## src/rtl/blinky_key_pio_in_pkg.sv

```systemverilog
// Shared register map, edge-type encodings and edge selection helper for the key PIO.
package blinky_key_pio_in_pkg;

  localparam logic [1:0] ADDR_DATA    = 2'd0;
  localparam logic [1:0] ADDR_RSVD    = 2'd1;
  localparam logic [1:0] ADDR_IRQMASK = 2'd2;
  localparam logic [1:0] ADDR_EDGECAP = 2'd3;

  localparam int EDGE_RISE = 0;
  localparam int EDGE_FALL = 1;
  localparam int EDGE_ANY  = 2;

  // Edge pulses from current/previous debounced level; 32 bits wide so any WIDTH fits.
  function automatic logic [31:0] edge_sel(input logic [31:0] cur,
                                           input logic [31:0] prev,
                                           input int          etype);
    logic [31:0] e;
    case (etype)
      EDGE_FALL: e = ~cur & prev;
      EDGE_ANY:  e = cur ^ prev;
      default:   e = cur & ~prev;
    endcase
    return e;
  endfunction

endpackage

```

## src/rtl/blinky_key_pio_in_if.sv

```systemverilog
// Avalon-MM slave bus bundle for the key PIO (read latency 0).
interface blinky_key_pio_in_if;
  logic [1:0]  address;
  logic        chipselect;
  logic        write_n;
  logic [31:0] writedata;
  logic [31:0] readdata;

  modport master (output address, chipselect, write_n, writedata, input readdata);
  modport slave  (input address, chipselect, write_n, writedata, output readdata);
endinterface

```

## src/rtl/blinky_pio_debounce.sv

```systemverilog
// One pin: 2-flop synchroniser followed by a stable-time debouncer.
module blinky_pio_debounce #(
  parameter int DEBOUNCE_CYC = 50000
) (
  input  logic clk,
  input  logic reset,
  input  logic din_async,
  output logic level
);

  localparam int CW = $clog2(DEBOUNCE_CYC + 1);
  localparam logic [CW-1:0] LIMIT = CW'(DEBOUNCE_CYC);

  logic          s1, s2;
  logic [CW-1:0] cnt;
  logic [CW-1:0] cnt_nxt;

  assign cnt_nxt = cnt + 1'b1;

  // Sync the pin; accept a new level once it has differed for DEBOUNCE_CYC consecutive cycles.
  always_ff @(posedge clk) begin
    if (reset) begin
      s1    <= 1'b0;
      s2    <= 1'b0;
      cnt   <= '0;
      level <= 1'b0;
    end else begin
      s1 <= din_async;
      s2 <= s1;
      if (s2 != level) begin
        if (cnt_nxt == LIMIT) begin
          level <= s2;
          cnt   <= '0;
        end else begin
          cnt <= cnt_nxt;
        end
      end else begin
        cnt <= '0;
      end
    end
  end

endmodule

```

## src/rtl/blinky_key_pio_in.sv

```systemverilog
// Input PIO: debounced pins, edge capture with W1C, interrupt mask and level IRQ.
module blinky_key_pio_in
  import blinky_key_pio_in_pkg::*;
#(
  parameter int WIDTH        = 4,
  parameter int DEBOUNCE_CYC = 50000,
  parameter int EDGE_TYPE    = EDGE_RISE
) (
  input  logic                 clk,
  input  logic                 reset,
  blinky_key_pio_in_if.slave   bus,
  input  logic [WIDTH-1:0]     in_port,
  output logic                 irq
);

  logic [WIDTH-1:0] level;
  logic [WIDTH-1:0] prev_level;
  logic [WIDTH-1:0] edge_det;
  logic [WIDTH-1:0] edgecapture;
  logic [WIDTH-1:0] irqmask;
  logic [WIDTH-1:0] wdata;
  logic [WIDTH-1:0] clr;
  logic             wr;
  logic             unused_wdata;

  blinky_pio_debounce #(.DEBOUNCE_CYC(DEBOUNCE_CYC)) u_db [WIDTH-1:0] (
    .clk       (clk),
    .reset     (reset),
    .din_async (in_port),
    .level     (level)
  );

  assign wr           = bus.chipselect && !bus.write_n;
  assign wdata        = bus.writedata[WIDTH-1:0];
  assign unused_wdata = ^bus.writedata;
  assign edge_det     = WIDTH'(edge_sel(32'(level), 32'(prev_level), EDGE_TYPE));
  assign clr          = (wr && bus.address == ADDR_EDGECAP) ? wdata : '0;

  // Edge history, capture (a new edge beats a same-cycle clear), mask and IRQ.
  always_ff @(posedge clk) begin
    if (reset) begin
      prev_level  <= '0;
      edgecapture <= '0;
      irqmask     <= '0;
      irq         <= 1'b0;
    end else begin
      prev_level  <= level;
      edgecapture <= (edgecapture & ~clr) | edge_det;
      if (wr && bus.address == ADDR_IRQMASK) irqmask <= wdata;
      irq <= |(edgecapture & irqmask);
    end
  end

  // Zero-latency read mux, upper bits zero-extended; chipselect not required.
  always_comb begin
    bus.readdata = '0;
    case (bus.address)
      ADDR_DATA:    bus.readdata[WIDTH-1:0] = level;
      ADDR_IRQMASK: bus.readdata[WIDTH-1:0] = irqmask;
      ADDR_EDGECAP: bus.readdata[WIDTH-1:0] = edgecapture;
      default:      bus.readdata = '0;
    endcase
  end

endmodule
```

## src/flat_wrapper.sv

```systemverilog
// flat-port wrapper written by rule: the top's interface ports become plain ports
module blinky_key_pio_in_flat import blinky_key_pio_in_pkg::*;
#(
  parameter int WIDTH        = 4,
  parameter int DEBOUNCE_CYC = 50000,
  parameter int EDGE_TYPE    = EDGE_RISE
)
  (clk, reset, in_port, irq, bus_address, bus_chipselect, bus_write_n, bus_writedata, bus_readdata);
  blinky_key_pio_in_if bus_i ();
  input  logic clk;
  input  logic reset;
  input  logic [WIDTH-1:0] in_port;
  output logic irq;
  input wire logic [$bits(bus_i.address)-1:0] bus_address;
  input wire logic [$bits(bus_i.chipselect)-1:0] bus_chipselect;
  input wire logic [$bits(bus_i.write_n)-1:0] bus_write_n;
  input wire logic [$bits(bus_i.writedata)-1:0] bus_writedata;
  output wire logic [$bits(bus_i.readdata)-1:0] bus_readdata;
  assign bus_i.address = bus_address;
  assign bus_i.chipselect = bus_chipselect;
  assign bus_i.write_n = bus_write_n;
  assign bus_i.writedata = bus_writedata;
  assign bus_readdata = bus_i.readdata;
  blinky_key_pio_in #(.WIDTH(WIDTH), .DEBOUNCE_CYC(DEBOUNCE_CYC), .EDGE_TYPE(EDGE_TYPE)) u_core (.clk(clk), .reset(reset), .bus(bus_i), .in_port(in_port), .irq(irq));
endmodule
```

## config.mk

```make
export PLATFORM = sky130hd
export DESIGN_NAME = blinky_key_pio_in_flat
export DESIGN_NICKNAME = d
export VERILOG_FILES = /design/src/rtl/blinky_key_pio_in_pkg.sv /design/src/rtl/blinky_key_pio_in_if.sv /design/src/rtl/blinky_pio_debounce.sv /design/src/rtl/blinky_key_pio_in.sv /design/src/flat_wrapper.sv
export SDC_FILE = /design/constraint.sdc
export NUM_CORES = 1
export LEC_CHECK = 0
export ABC_AREA = 1
export CAP_MARGIN = 25
export CORE_ASPECT_RATIO = 1.1
export CORE_MARGIN = 3
export CORE_UTILIZATION = 35
export CTS_CLUSTER_SIZE = 30
export DETAILED_ROUTE_END_ITERATION = 7
export PLACE_DENSITY = 0.6
export SLEW_MARGIN = 40
export SYNTH_ARGS = -nofsm -noshare
export SYNTH_HDL_FRONTEND = slang
export SYNTH_SLANG_ARGS = --single-unit
export TNS_END_PERCENT = 30
```

## constraint.sdc

```tcl
create_clock -name clk -period 2.6 [get_ports clk]
set_input_delay 0.39 -clock clk [delete_from_list [all_inputs] [get_ports clk]]
set_output_delay 0.39 -clock clk [all_outputs]
set_load 0.01 [all_outputs]
```

==> impl_metrics.ini <==
[timing]
clock.fmax_mhz = 399.6
period_needed_ns = 2.502
rsz0062_at_grt = false
fin_crit_sh = 0.9625
fin_ws_ns = 0.09761
hold_viol = 0
finalSetupViolations = 0
whs_ns = 0.4052
clock_skew_ns = 0.009524
slew_violations = 0
setup_tns_ns = 0

[clocking]
cts_sinks = 89
clkSlewWorstSetupHoldPaths_ns = 0.07
cts_max_level = 3
ctsResizeCount = 0
numCtsBuffers = 9
cts_tree = built
hold_buffers = 0
insertion_delay_ns = 0.35
post_cts_buffers = 0
cts-root-buf = clkbuf_16
clockBufferDepth = 2

[synthesis]
syn_area_per_cell_sq_um = 6.584
ys_seq_area_frac = 0.3603
yosys_warnings = 0
synth_area_sq_mm = 0.004945
synth_area_leaders = dfxtp_1 36%, nand2_1 14%, inv_1 9.5%
yosys.area.top_type = dfxtp_1
ys_types = 33
synth_top_area_frac = 0.3603
synth_cells = 751
yosys_register_bits = 89

[hold_path]
min_from = u_core.u_db[1].s1$_SDFF_PP0_
min_path_type = reg -> reg
whs_endpoint = u_core.u_db[1].s2$_SDFF_PP0_
hold_depth = 2

[routing]
first_iter_violations = 301
drt_wl_total_um = 9650
ant_nets = 0
vias = 4158
post-route-drc-count = 0
via_per_inst = 4.327
wl_per_cell_um = 10.04
drtPass1Iterations = 4

[cells_and_area]
syn_to_final_growth_pct = 10.65
instances_no_fill = 961
final_util = 0.4057
drive_gt1_frac = 0.08880
final_nets = 819
final_cell_area_sq_mm = 0.005472
n_antenna_cell = 0

[setup_path]
worstReg2RegEnd = u_core.u_db[2].cnt[0]$_SDFF_PP0_
reg2reg_from = u_core.u_db[2].cnt[0]$_SDFF_PP0_
r2r_cells = 12
cp-end-kind = output pin
startpoint_type = input port
crit_required_ns = 2.21
crit_path_max_fanout = 4
cp.arrival_ns = 2.11
rrSetupSlack_ns = 0.49
crit_type = in -> out

[status]
status = complete, no violations

[placed_design]
hpwl_um = 7288
place_inst = 945
numPortBuffers = 18
dpl_cell_area_sq_mm = 0.005182
routabilityCongestion = 0.8553
pre_cts_ws_ns = 0.09442

[global_routing]
grt_pass1_vias = 3715
grt_usage = 0.1312
grt_pass1_wl_um = 16660
grt_overflow = 0
antenna_found_initial = 0
grt_max_degree = 17

[flow_run]
drv_cap = 0

[die]
die-area_sq_mm = 0.01559
ios = 75
die_w_um = 119.3
rows = 44
start_util = 0.3666
die_y_um = 130.7
coreArea_sq_mm = 0.01349

[pwr]
power-per-cell-area_mw_per_mm2 = 500.8
ir_worst_vdd_uv = 274.4
finalPower_mw = 2.740
p_leak_nw = 2.040
## worst max-delay path by stage
stage,from,end,slack (ns),depth (start not counted)
final,bus_address[1],bus_readdata[2],0.1,6
after global routing,bus_address[1],bus_readdata[2],0.0006,6
after CTS,bus_address[1],bus_readdata[2],0.08,6
after detailed placement,bus_address[1],bus_readdata[2],0.09,6
after global placement,bus_address[1],bus_readdata[2],0.09,6
after floorplan,u_core.u_db[2].cnt[0]$_SDFF_PP0_,u_core.u_db[2].cnt[5]$_SDFF_PP0_,0.78,13
## cells by family (layout without fill, tap and decap cells)
family / count (synthesis) / after routing / share of synthesized area
AOI/OAI and AO/OA: 35 / 35 / 0.04200
xor gates and xnor gates: 11 / 11 / 0.01948
adders and majority gates: 5 / 5 / 0.01265
buffers and inverters: 163 / 162 / 0.1533
DFF: 89 / 89 / 0.3603
other: 1 / 28 / 0.0007584
and+or+nand+nor: 447 / 447 / 0.4114
## state kept, by name (all words and copies together), names as in the netlist
signal and flops:
u_core.u_db.s2 4, u_core.prev_level 4, u_core.edgecapture 4, u_core.irqmask 4, u_core.u_db.cnt 64, u_core.u_db.level 4, u_core.irq 1, u_core.u_db.s1 4
## power breakdown
part           leakage, nW  internal, mW  switching (mW)  total [mW]
combinational         1.18        0.0301          0.0587      0.0888
clock                0.146         0.706           0.568        1.27
sequential           0.719          1.37         0.00543        1.38
## worst max-delay path, stage by stage
cell and delay [ns]:
clkdlybuf4s50_1 0.52, inv_1 0.05, nor2_1 0.11, inv_1 0.10, o221ai_1 0.31, clkdlybuf4s50_1 0.61
## per-layer routing
layer  GRT usage  wire length, um  vias to the layer above
li1            -                -                     2291
met1      0.1772             5078                     1801
met2      0.2019             4030                       54
met3     0.02282              322                       12
met4     0.06941              219                        0
met5           0                0                        -
## area by class of cell
class / instances / area [sq um]
Inverter: 127 / 476.7
Clock buffer: 11 / 252.7
Timing Repair Buffer: 19 / 187.7
Sequential cell: 89 / 1782
Multi-Input combinational cell: 526 / 2506
Tap cell: 184 / 230.2
Clock inverter: 5 / 36.28
Fill cell: 1468 / 8016
## synth_stat cells (all sizes together)
cell type,n
o22ai,5
and2,2
inv,127
xnor2,5
o221ai,4
nand2,197
nor3,1
clkbuf,2
nand3b,4
dfxtp,89
o21bai,3
a221oi,1
nand4,21
ha,5
nand3,60
buf,34
o21ai,16
conb,1
and3,3
nor2,159
a21oi,6
xor2,6
## cell usage in the layout, fill, tap and decap left out, types with 3 or more instances in the layout
cell type	instances
and3_1	3
clkdlybuf4s50_1	18
o21ai_0	12
o22ai_1	5
nor2_2	28
nor2_1	125
o221ai_1	4
xor2_1	6
nand4_1	21
nand2_1	191
ha_1	5
nand3_2	8
nand2_2	5
nor2_4	6
clkbuf_16	9
conb_1	28
inv_1	125
dfxtp_1	89
o21ai_1	4
o21bai_1	3
nand3_1	50
xnor2_1	5
a21oi_1	6
nand3b_1	4
(Power assumes the default switching activity.)
